### src/rtl/gauss_pkg.sv
// ============================================================================
// Module   : gauss_pkg
// Purpose  : Shared types and constants for the Gaussian window convolver.
//            Kernel weights are Q0.8 (KERNEL_FRAC_BITS fractional bits).
// Config   : GAUSS_ROUND_EN -- defined: round-half-up (bias 128),
//                              undefined: truncation (bias 0).
// Revision : 1.0 - initial release
// ============================================================================
`default_nettype none

package gauss_pkg;

  localparam int KERNEL_FRAC_BITS = 8;

`ifdef GAUSS_ROUND_EN
  localparam int ROUND_BIAS = 128;
`else
  localparam int ROUND_BIAS = 0;
`endif

  typedef enum logic [1:0] {
    UNARMED = 2'd0,
    ACCUM   = 2'd1,
    ROUND   = 2'd2,
    OUT     = 2'd3
  } conv_state_t;

  // Wide enough for MAX_KERNEL^2 products of a full-scale pixel and weight.
  function automatic int acc_width(input int max_kernel, input int pix_w);
    return pix_w + KERNEL_FRAC_BITS + $clog2(max_kernel * max_kernel);
  endfunction

endpackage

`default_nettype wire

### src/rtl/gauss_conv_window_mac.sv
// ============================================================================
// Module   : gauss_conv_window_mac (gauss_mac)
// Purpose  : Registered multiply-accumulate: acc += pix * weight when en,
//            synchronous clear when clr, asynchronous clear on rst.
// Ports    : clk, rst        clock / async active-high reset
//            clr, en         clear accumulator / accumulate this cycle
//            pix, weight     pixel (PIX_W) and Q0.8 weight (8 bits)
//            acc             accumulated sum (ACC_W)
// Config   : none (GAUSS_ROUND_EN does not affect this block)
// Revision : 1.0 - initial release
// ============================================================================
`default_nettype none

module gauss_mac #(
  parameter int PIX_W = 8,
  parameter int ACC_W = 20
) (
  input  logic             clk,
  input  logic             rst,
  input  logic             clr,
  input  logic             en,
  input  logic [PIX_W-1:0] pix,
  input  logic [7:0]       weight,
  output logic [ACC_W-1:0] acc
);

  logic [PIX_W+7:0] w_prod;

  assign w_prod = {8'b0, pix} * {{PIX_W{1'b0}}, weight};

  always_ff @(posedge clk or posedge rst) begin
    if (rst) begin
      acc <= '0;
    end else if (clr) begin
      acc <= '0;
    end else if (en) begin
      acc <= acc + ACC_W'(w_prod);
    end
  end

endmodule

`default_nettype wire

### src/rtl/gauss_conv_window.sv
// ============================================================================
// Module   : gauss_conv_window
// Purpose  : Convolves a latched Q0.8 kernel with one size x size pixel
//            window (raster order), producing one rounded/saturated pixel
//            per window.
// Ports    : clk, rst                      clock / async active-high reset
//            kernel_in, kernel_size,       kernel weights [y][x], active edge
//            kernel_load                   length, one-cycle latch pulse
//            pix_in, pix_valid, pix_ready  window pixel stream
//            out_pix, out_valid, out_ready filtered pixel stream
//            busy                          window partially/fully accumulated
//            err                           sticky illegal kernel_size on load
// Config   : GAUSS_ROUND_EN selects round-half-up instead of truncation.
// Revision : 1.0 - initial release
// ============================================================================
`default_nettype none

module gauss_conv_window
  import gauss_pkg::*;
#(
  parameter int MAX_KERNEL = 3,
  parameter int PIX_W      = 8
) (
  input  logic                                        clk,
  input  logic                                        rst,
  input  logic [MAX_KERNEL-1:0][MAX_KERNEL-1:0][7:0]  kernel_in,
  input  logic [$clog2(MAX_KERNEL+1)-1:0]             kernel_size,
  input  logic                                        kernel_load,
  input  logic [PIX_W-1:0]                            pix_in,
  input  logic                                        pix_valid,
  output logic                                        pix_ready,
  output logic [PIX_W-1:0]                            out_pix,
  output logic                                        out_valid,
  input  logic                                        out_ready,
  output logic                                        busy,
  output logic                                        err
);

  localparam int              SZ_W    = $clog2(MAX_KERNEL + 1);
  localparam int              ACC_W   = acc_width(MAX_KERNEL, PIX_W);
  localparam logic [SZ_W-1:0] MAX_SZ  = SZ_W'(MAX_KERNEL);
  localparam logic [ACC_W:0]  BIAS    = (ACC_W+1)'(ROUND_BIAS);
  localparam logic [ACC_W:0]  PIX_MAX = (ACC_W+1)'((1 << PIX_W) - 1);

  conv_state_t r_state, w_state_nxt;

  logic [MAX_KERNEL-1:0][MAX_KERNEL-1:0][7:0] r_kernel;
  logic [SZ_W-1:0]  r_size;
  logic [SZ_W-1:0]  r_cx, r_cy;
  logic             r_busy, r_err;
  logic [PIX_W-1:0] r_out_pix;
  logic [ACC_W-1:0] w_acc;

  logic             w_load_ok, w_size_ok, w_hs;
  logic             w_cx_last, w_cy_last, w_last, w_mac_clr;
  logic [7:0]       w_weight;
  logic [ACC_W:0]   w_sum, w_res;

  // A load is only honoured before the first pixel of a window; r_busy
  // doubles as the "pixels consumed" flag.
  assign w_load_ok = kernel_load &&
                     ((r_state == UNARMED) || ((r_state == ACCUM) && !r_busy));
  assign w_size_ok = (kernel_size != '0) && (kernel_size <= MAX_SZ);
  assign w_hs      = pix_valid && pix_ready;
  assign w_cx_last = (r_cx == r_size - SZ_W'(1));
  assign w_cy_last = (r_cy == r_size - SZ_W'(1));
  assign w_last    = w_hs && w_cx_last && w_cy_last;
  assign w_weight  = r_kernel[r_cy][r_cx];
  assign w_mac_clr = (r_state == OUT) && out_ready;

  assign w_sum = {1'b0, w_acc} + BIAS;
  assign w_res = w_sum >> KERNEL_FRAC_BITS;

  // State register
  always_ff @(posedge clk or posedge rst) begin
    if (rst) begin
      r_state <= UNARMED;
    end else begin
      r_state <= w_state_nxt;
    end
  end

  // Next-state logic
  always_comb begin
    w_state_nxt = r_state;
    case (r_state)
      UNARMED: if (w_load_ok) w_state_nxt = w_size_ok ? ACCUM : UNARMED;
      ACCUM: begin
        if (w_load_ok)   w_state_nxt = w_size_ok ? ACCUM : UNARMED;
        else if (w_last) w_state_nxt = ROUND;
      end
      ROUND:   w_state_nxt = OUT;
      OUT:     if (out_ready) w_state_nxt = ACCUM;
      default: w_state_nxt = UNARMED;
    endcase
  end

  // Output logic; a same-cycle accepted load steals the pixel slot.
  always_comb begin
    pix_ready = (r_state == ACCUM) && !w_load_ok;
    out_valid = (r_state == OUT);
  end

  // Kernel, counters and status registers
  always_ff @(posedge clk or posedge rst) begin
    if (rst) begin
      r_kernel  <= '0;
      r_size    <= '0;
      r_cx      <= '0;
      r_cy      <= '0;
      r_busy    <= 1'b0;
      r_err     <= 1'b0;
      r_out_pix <= '0;
    end else begin
      if (w_load_ok) begin
        r_err <= !w_size_ok;
        if (w_size_ok) begin
          r_kernel <= kernel_in;
          r_size   <= kernel_size;
        end
      end

      if (w_hs) begin
        r_busy <= 1'b1;
        if (w_cx_last) begin
          r_cx <= '0;
          r_cy <= w_cy_last ? '0 : r_cy + SZ_W'(1);
        end else begin
          r_cx <= r_cx + SZ_W'(1);
        end
      end

      if (r_state == ROUND) begin
        r_out_pix <= (w_res > PIX_MAX) ? {PIX_W{1'b1}} : w_res[PIX_W-1:0];
      end

      if (w_mac_clr) begin
        r_busy <= 1'b0;
      end
    end
  end

  gauss_mac #(
    .PIX_W (PIX_W),
    .ACC_W (ACC_W)
  ) u_mac (
    .clk    (clk),
    .rst    (rst),
    .clr    (w_mac_clr),
    .en     (w_hs),
    .pix    (pix_in),
    .weight (w_weight),
    .acc    (w_acc)
  );

  assign out_pix = r_out_pix;
  assign busy    = r_busy;
  assign err     = r_err;

endmodule

`default_nettype wire

### config.mk
export PLATFORM = sky130hd
export DESIGN_NAME = gauss_conv_window
export DESIGN_NICKNAME = d
export VERILOG_FILES = /design/src/rtl/gauss_pkg.sv /design/src/rtl/gauss_conv_window_mac.sv /design/src/rtl/gauss_conv_window.sv
export SDC_FILE = /design/constraint.sdc
export NUM_CORES = 1
export LEC_CHECK = 0
export ABC_AREA = 1
export CAP_MARGIN = 20
export CORE_MARGIN = 5
export CORE_UTILIZATION = 53
export CTS_BUF_LIST = sky130_fd_sc_hd__clkbuf_8
export CTS_CLUSTER_SIZE = 10
export DETAILED_ROUTE_END_ITERATION = 10
export GPL_ROUTABILITY_DRIVEN = 0
export PLACE_DENSITY_LB_ADDON = 0.05
export SETUP_SLACK_MARGIN = 0.3
export SYNTH_ARGS = -nofsm -noshare
export SYNTH_HDL_FRONTEND = slang
export SYNTH_HIERARCHICAL = 1
export SYNTH_SLANG_ARGS = --single-unit
### constraint.sdc
create_clock -name clk -period 4.5 [get_ports clk]
set_input_delay 1.35 -clock clk [delete_from_list [all_inputs] [get_ports clk]]
set_output_delay 1.35 -clock clk [all_outputs]
set_load 0.03 [all_outputs]
==> results by group, run 1 <==
Status
  • Outcome: finished, violations left
  • Failing checks: negative setup slack

Placed design
  • DPL Wire Length: 15100 um
  • DP Cell Count: roughly 1400
  • Port Buffers: 98
  • Setup Slack @ Placement: -0.866 ns

Die
  • Die area: 17800 sq um
  • Ports: 99
  • Die Wd: 134 um
  • DIE HEIGHT: 134 um
  • Placeable Area: 15100 sq um
  • FP Rows: 45
  • Initial core utilization: 0.536

Logic synthesis
  • Post-synth top area cell: dfrtp_1
  • Mapped Nets: 1287
  • Synth top area share: 0.340
  • Synth Cell Area: 8090 sq um
  • Post-Synth Adder-Cell Area: 0.187
  • XOR/XNOR Fraction of Synth Area: 0.00216
  • #FFs+latches synth: 110
  • Largest family of logic cells by synthesized area: simple AND/OR/NAND/NOR gates
  • Multiplexer share of the synthesized area: 0
  • Simple-Gate Fraction of Synth Area: 0.254
  • Post-synthesis cell type count: 34
  • Post-synthesis cell count: 1109
  • Top post-synthesis cells by area: dfrtp_1 (34%), nand2_1 (18%), fa_1 (12%), inv_1 (10%), ha_1 (6.3%)
  • Post-synthesis average cell area: 7.30 sq um
  • Syn. warnings: 6
  • Register area share after synthesis: 0.340
  • Compound-Gate Fraction of Synth Area: 0.0840

CTS
  • CTS max path bufs: 2
  • Clk sinks: 110
  • CTS root buf: clkbuf_8
  • Clk Latency, worst-skew pair: 0.40 ns
  • CTS buffer count: 9
  • Worst-path clk slew: 0.10 ns
  • CTS tree: built
  • Htree depth: 3

Timing
  • Setup TNS: -1.58 ns
  • Fin crit share: 1.04
  • Fin. Hold Viols: 0
  • RSZ-0062 raised after global routing: true
  • Worst slew pin tran: approximately 0.95 ns
  • Relative slew slack: 0.366
  • Clock skew: between 0.01 and 0.015 ns
  • Setup slack after layout: -0.164 ns
  • Tmin final: 4.66 ns
  • Slew Viols, Final: 0
  • Final setup violation count: 13
  • Fmax: 214 MHz

Min path
  • Hold Path Class: flop to flop

Global routing
  • Via count of the first global-routing pass: slightly below 7000
  • First-pass GRT wire length: 33400 um
  • GR Util All Layers: 0.230
  • Grt ovf: 0
  • Largest net degree at the start of global routing: between 100 and 150
  • Initial antenna violation count: 1

Detailed routing
  • Antenna Nets Post-Route: 0
  • Routed Wire Length: 19700 um
  • Initial DRC count: 448
  • Via density: 4.96
  • Total number of vias: 7125
  • Drt pass-1 iters: 5
  • WL/cell: 13.7 um
  • DRC viols: 0

Critical path
  • CP bufs+invs: 6
  • Reg2reg setup slack: -0.15 ns
  • Arrival time at the worst endpoint: 4.95 ns
  • CP most frequent cell: inv_2
  • Critical Path RT: between 4 and 5 ns
  • CP peak stage delay: between 0.5 and 0.6 ns
  • Critical path type: primary input to flop
  • Worst path top cell family by delay: adder cells
  • Worst Setup End Kind: flop
  • Startpoint types: primary input
  • Worst path cell trace: dlygate4sd2_1 > buf_6 > nand2_2 > fa_2 > inv_2 > fa_1 > fa_1 > inv_2 > fa_1 > inv_2 > ha_4 > nand2_4 > inv_2 > a21oi_2 > nand2_2 > nand2_2 > nand3b_1 > nand3_1 > nand2_1
  • Worst path slowest cell: fa_2
  • Max FO, Critical Path: 8

Layout
  • Layout cells sized above 1: 0.173
  • Fin util: 0.695
  • Layout area overhead: 29.6%
  • Fin cells: 1437
  • Nets: 1421

Job
  • MaxCap Viol Count: 0
## tightest hold or removal path, delay by kind of cell, from the launching register on
kind / cells / cell delay, ns
simple gates: 2 / 0.10
flops: 1 / 0.35
## metal layers
| layer | wire length, um | vias to the layer above | GRT usage |
|---|---|---|---|
| met5 | 0 | - | 0 |
| met3 | 1260 | 17 | 0.0468 |
| met2 | 8800 | 179 | 0.351 |
| li1 | - | 3579 | - |
| met4 | 255 | 0 | 0.0617 |
| met1 | 9380 | 3350 | 0.334 |
## registers in the layout (all words and copies together), names as in the netlist, named ones only
name	cells
r_state	1
r_cy	2
out_pix	8
busy	1
r_size	2
u_mac/acc	20
r_kernel	72
r_cx	2
err	1
## through the flow
stage	hold WS (ns)	area (sq um)
final	0.476	10500
after global routing	0.502	10500
after CTS	0.481	10300
after detailed placement	0.455	9900
after global placement	0.452	9900
after floorplan	0.437	8440
## layout make-up
class,count,area [sq um]
repair buffers,168,1660
inverters,226,857
diodes,1,2.50
repair inverters,1,7.51
multi-input cells,727,4740
well taps,188,235
clock inverters,6,97.6
flip-flops and latches,110,2760
clock buffers,10,138
fillers,1249,4600
## worst paths after layout
path,cells past startpoint,endpoint,from
min in group asynchronous,2,out_pix[1],rst
setup reg to reg,25,u_mac/acc[14],r_cy[0]
hold / removal,2,r_kernel[59],r_kernel[59]
hold reg to reg,2,r_kernel[59],r_kernel[59]
setup / recovery,19,u_mac/acc[13],pix_in[4]
max in group asynchronous,3,r_kernel[36],rst
## what timing repair did
action | 4_1_cts | 5_1_grt
endpoints found under the setup margin | 16 | 16
gates resized for setup | 62 | 61
buffers inserted | 1 | 3
cloned | 1 | 0
hold buffers | 0 | 0
pin swaps | 36 | 39
## synthesized netlist by cell type, drive strengths merged
| library cell | instances |
|---|---|
| nand3 | 38 |
| inv | 226 |
| xor2 | 1 |
| nand4 | 2 |
| xnor2 | 1 |
| and2 | 3 |
| ha | 41 |
| o22ai | 3 |
| a21oi | 22 |
| o211ai | 4 |
| or2 | 4 |
| nand2 | 393 |
| nor3 | 3 |
| clkbuf | 22 |
| o21ai | 96 |
| a22o | 1 |
| buf | 24 |
| fa | 50 |
| dfrtp | 110 |
| nand3b | 7 |
| o2111ai | 1 |
| nor2 | 57 |
## cells in the final DEF, fill, tap and decap left out, drive strengths merged
cell type,count
fa,50
clkdlybuf4s15,2
dfrtp,110
buf,70
nand2,393
diode,1
xor2,1
o21ai,96
ha,41
o211ai,4
bufinv,2
or2,4
nor2,57
nand4,2
nand3,38
clkinvlp,1
clkdlybuf4s50,90
clkbuf,10
a22o,1
a21oi,22
nor3,3
nand3b,7
xnor2,1
clkinv,1
dlygate4sd2,6
o2111ai,1
inv,229
o22ai,3
and2,3
## cell families after synthesis
logic type / after synthesis
xor+xnor: 2
compound gates: 127
buf+inv: 272
fa+ha+maj: 91
flops: 110
simple gates: 507
Power of run 1 is left out: the tool's default activity adds up to more than one toggle a clock period on the data nets, which glitch-free logic cannot reach.
==> run 2, diff against run 1 <==
--- a/config.mk
+++ b/config.mk
@@ -14,6 +14,7 @@
 export DETAILED_ROUTE_END_ITERATION = 10
 export GPL_ROUTABILITY_DRIVEN = 0
 export PLACE_DENSITY_LB_ADDON = 0.05
+export RECOVER_POWER = 25
 export SETUP_SLACK_MARGIN = 0.3
 export SYNTH_ARGS = -nofsm -noshare
 export SYNTH_HDL_FRONTEND = slang
==> results by group, run 2 (synthesized netlist as in run 1, its figures left out) <==
CTS
  • Worst-path clk slew: ~0.1 ns
  • CTS max path bufs: 2
  • CTS root buf: clkbuf_8
  • Clk Latency, worst-skew pair: 0.40 ns
  • CTS buffer count: 9
  • Htree depth: 3
  • CTS tree: built
  • Clk sinks: 110

Detailed routing
  • DRC viols: 0
  • WL met1: 9400 um
  • Routed Wire Length: 19700 um
  • Total number of vias: 7118
  • Antenna Nets Post-Route: 0
  • Via density: 4.95
  • Routed length on met3: 1220 um
  • WL/cell: 13.7 um
  • DR top layer: met4
  • Met2 WL: 8830 um
  • Initial DRC count: 450
  • Drt pass-1 iters: 5

Critical path
  • R2R cell count: 25
  • Worst path top cell family by delay: adder cells
  • Worst path cell trace: dlygate4sd2_1 > buf_6 > nand2_2 > fa_2 > inv_2 > fa_1 > fa_1 > inv_2 > fa_1 > inv_2 > ha_4 > nand2_4 > inv_2 > a21oi_2 > nand2_2 > nand2_2 > nand3b_1 > nand3_1 > nand2_1
  • Worst Setup End Kind: flop
  • Max FO, Critical Path: 8
  • Crit path depth: 19
  • Critical path type: primary input to flop
  • CP bufs+invs: 6
  • Critical Path RT: 4.79 ns
  • Startpoint types: primary input
  • Arrival time at the worst endpoint: 4.95 ns
  • Worst path slowest cell: fa_2
  • CP peak stage delay: approximately 0.57 ns
  • CP most frequent cell: inv_2

Timing
  • Fin. Hold Viols: 0
  • Fin crit share: 1.04
  • RSZ-0062 raised after global routing: true
  • Setup slack after layout: -0.164 ns
  • Final setup violation count: 13
  • Clock skew: ~0.013 ns
  • Setup TNS: -1.58 ns
  • Slew Viols, Final: 37
  • Fmax: 214 MHz
  • Tmin final: 4.66 ns
  • Hold_ws: 0.476 ns
  • Relative slew slack: -0.153
  • Worst slew pin tran: about 1.7 ns

Min path
  • Hold Path Class: flop to flop
  • Hold Crit Depth: 2

Die
  • Die area: between 15000 and 20000 sq um
  • Ports: between 90 and 100
  • Placeable Area: 15100 sq um
  • DIE HEIGHT: 134 um
  • Initial core utilization: 0.536
  • Die Wd: approximately 130 um
  • FP Rows: 45

Global routing
  • Via count of the first global-routing pass: 6952
  • GR Util All Layers: 0.230
  • First-pass GRT wire length: roughly 33000 um
  • Largest net degree at the start of global routing: 117
  • Grt ovf: 0
  • Initial antenna violation count: 1

Status
  • Failing checks: max-capacitance violations, max-slew violations, negative setup slack
  • Outcome: finished, violations left

Layout
  • Nets: 1421
  • Commonest non-fill, non-tap cell in the layout: nand2_1
  • Reg with most FFs: r_kernel
  • Most frequent cells in the layout: nand2_1 (345), inv_1 (202), dfrtp_1 (107)
  • Layout cells sized above 1: 0.173
  • Max FFs per register: 72
  • Layout area overhead: 29.6%

Placed design
  • DPL Wire Length: 15100 um
  • Port Buffers: 98

Job
  • MaxCap Viol Count: 1
## run 2: tightest hold or removal path, cell delays in order (launching register included)
cell and delay [ns]:
dfrtp_1 0.35, nand2_1 0.05, nand2_1 0.05
## run 2: final timing paths
kind / start / end / slack, ns
worst max-delay path: pix_in[4] / u_mac/acc[13] / -0.16
worst min-delay path: r_kernel[59] / r_kernel[59] / 0.48
worst max register to register: r_cy[0] / u_mac/acc[14] / -0.15
worst min register to register: r_kernel[59] / r_kernel[59] / 0.48
max in group asynchronous: rst / r_kernel[36] / 1.74
min in group asynchronous: rst / u_mac/acc[12] / 1.59
## run 2: stage by stage
stage | std cells | instance area, sq um | setup slack, ns | util
finish | 1437 | 10500 | -0.164 | 0.695
CTS | 1433 | 10300 | -0.187 | 0.680
global placement | 1415 | 9900 | -0.837 | 0.656
floorplan | 1109 | 8440 | -0.0948 | -
global route | 1436 | 10500 | -0.409 | 0.695
detailed placement | 1415 | 9900 | -0.866 | 0.656
## run 2: layer usage
metal	track usage	vias up
met5	0	-
met4	0.0617	0
met3	0.0468	17
met2	0.351	178
met1	0.334	3345
li1	-	3578
## run 2: cell type report
type                            instances  area [sq um]
Fill cell                            1249          4600
Clock buffer                           10           138
Multi-Input combinational cell        727          4740
Antenna cell                            1          2.50
Inverter                              226           857
Clock inverter                          6          97.6
Sequential cell                       110          2760
Tap cell                              188           235
Timing Repair Buffer                  168          1660
Timing Repair inverter                  1          7.51
## run 2: repair_timing
action | CTS | global route
hold buffers | 0 | 0
resized for setup | 62 | 61
setup endpoints to repair | 16 | 16
setup buffers | 1 | 3
gates cloned | 1 | 0
pin swaps | 36 | 39
Power of run 2 is left out for the same reason.
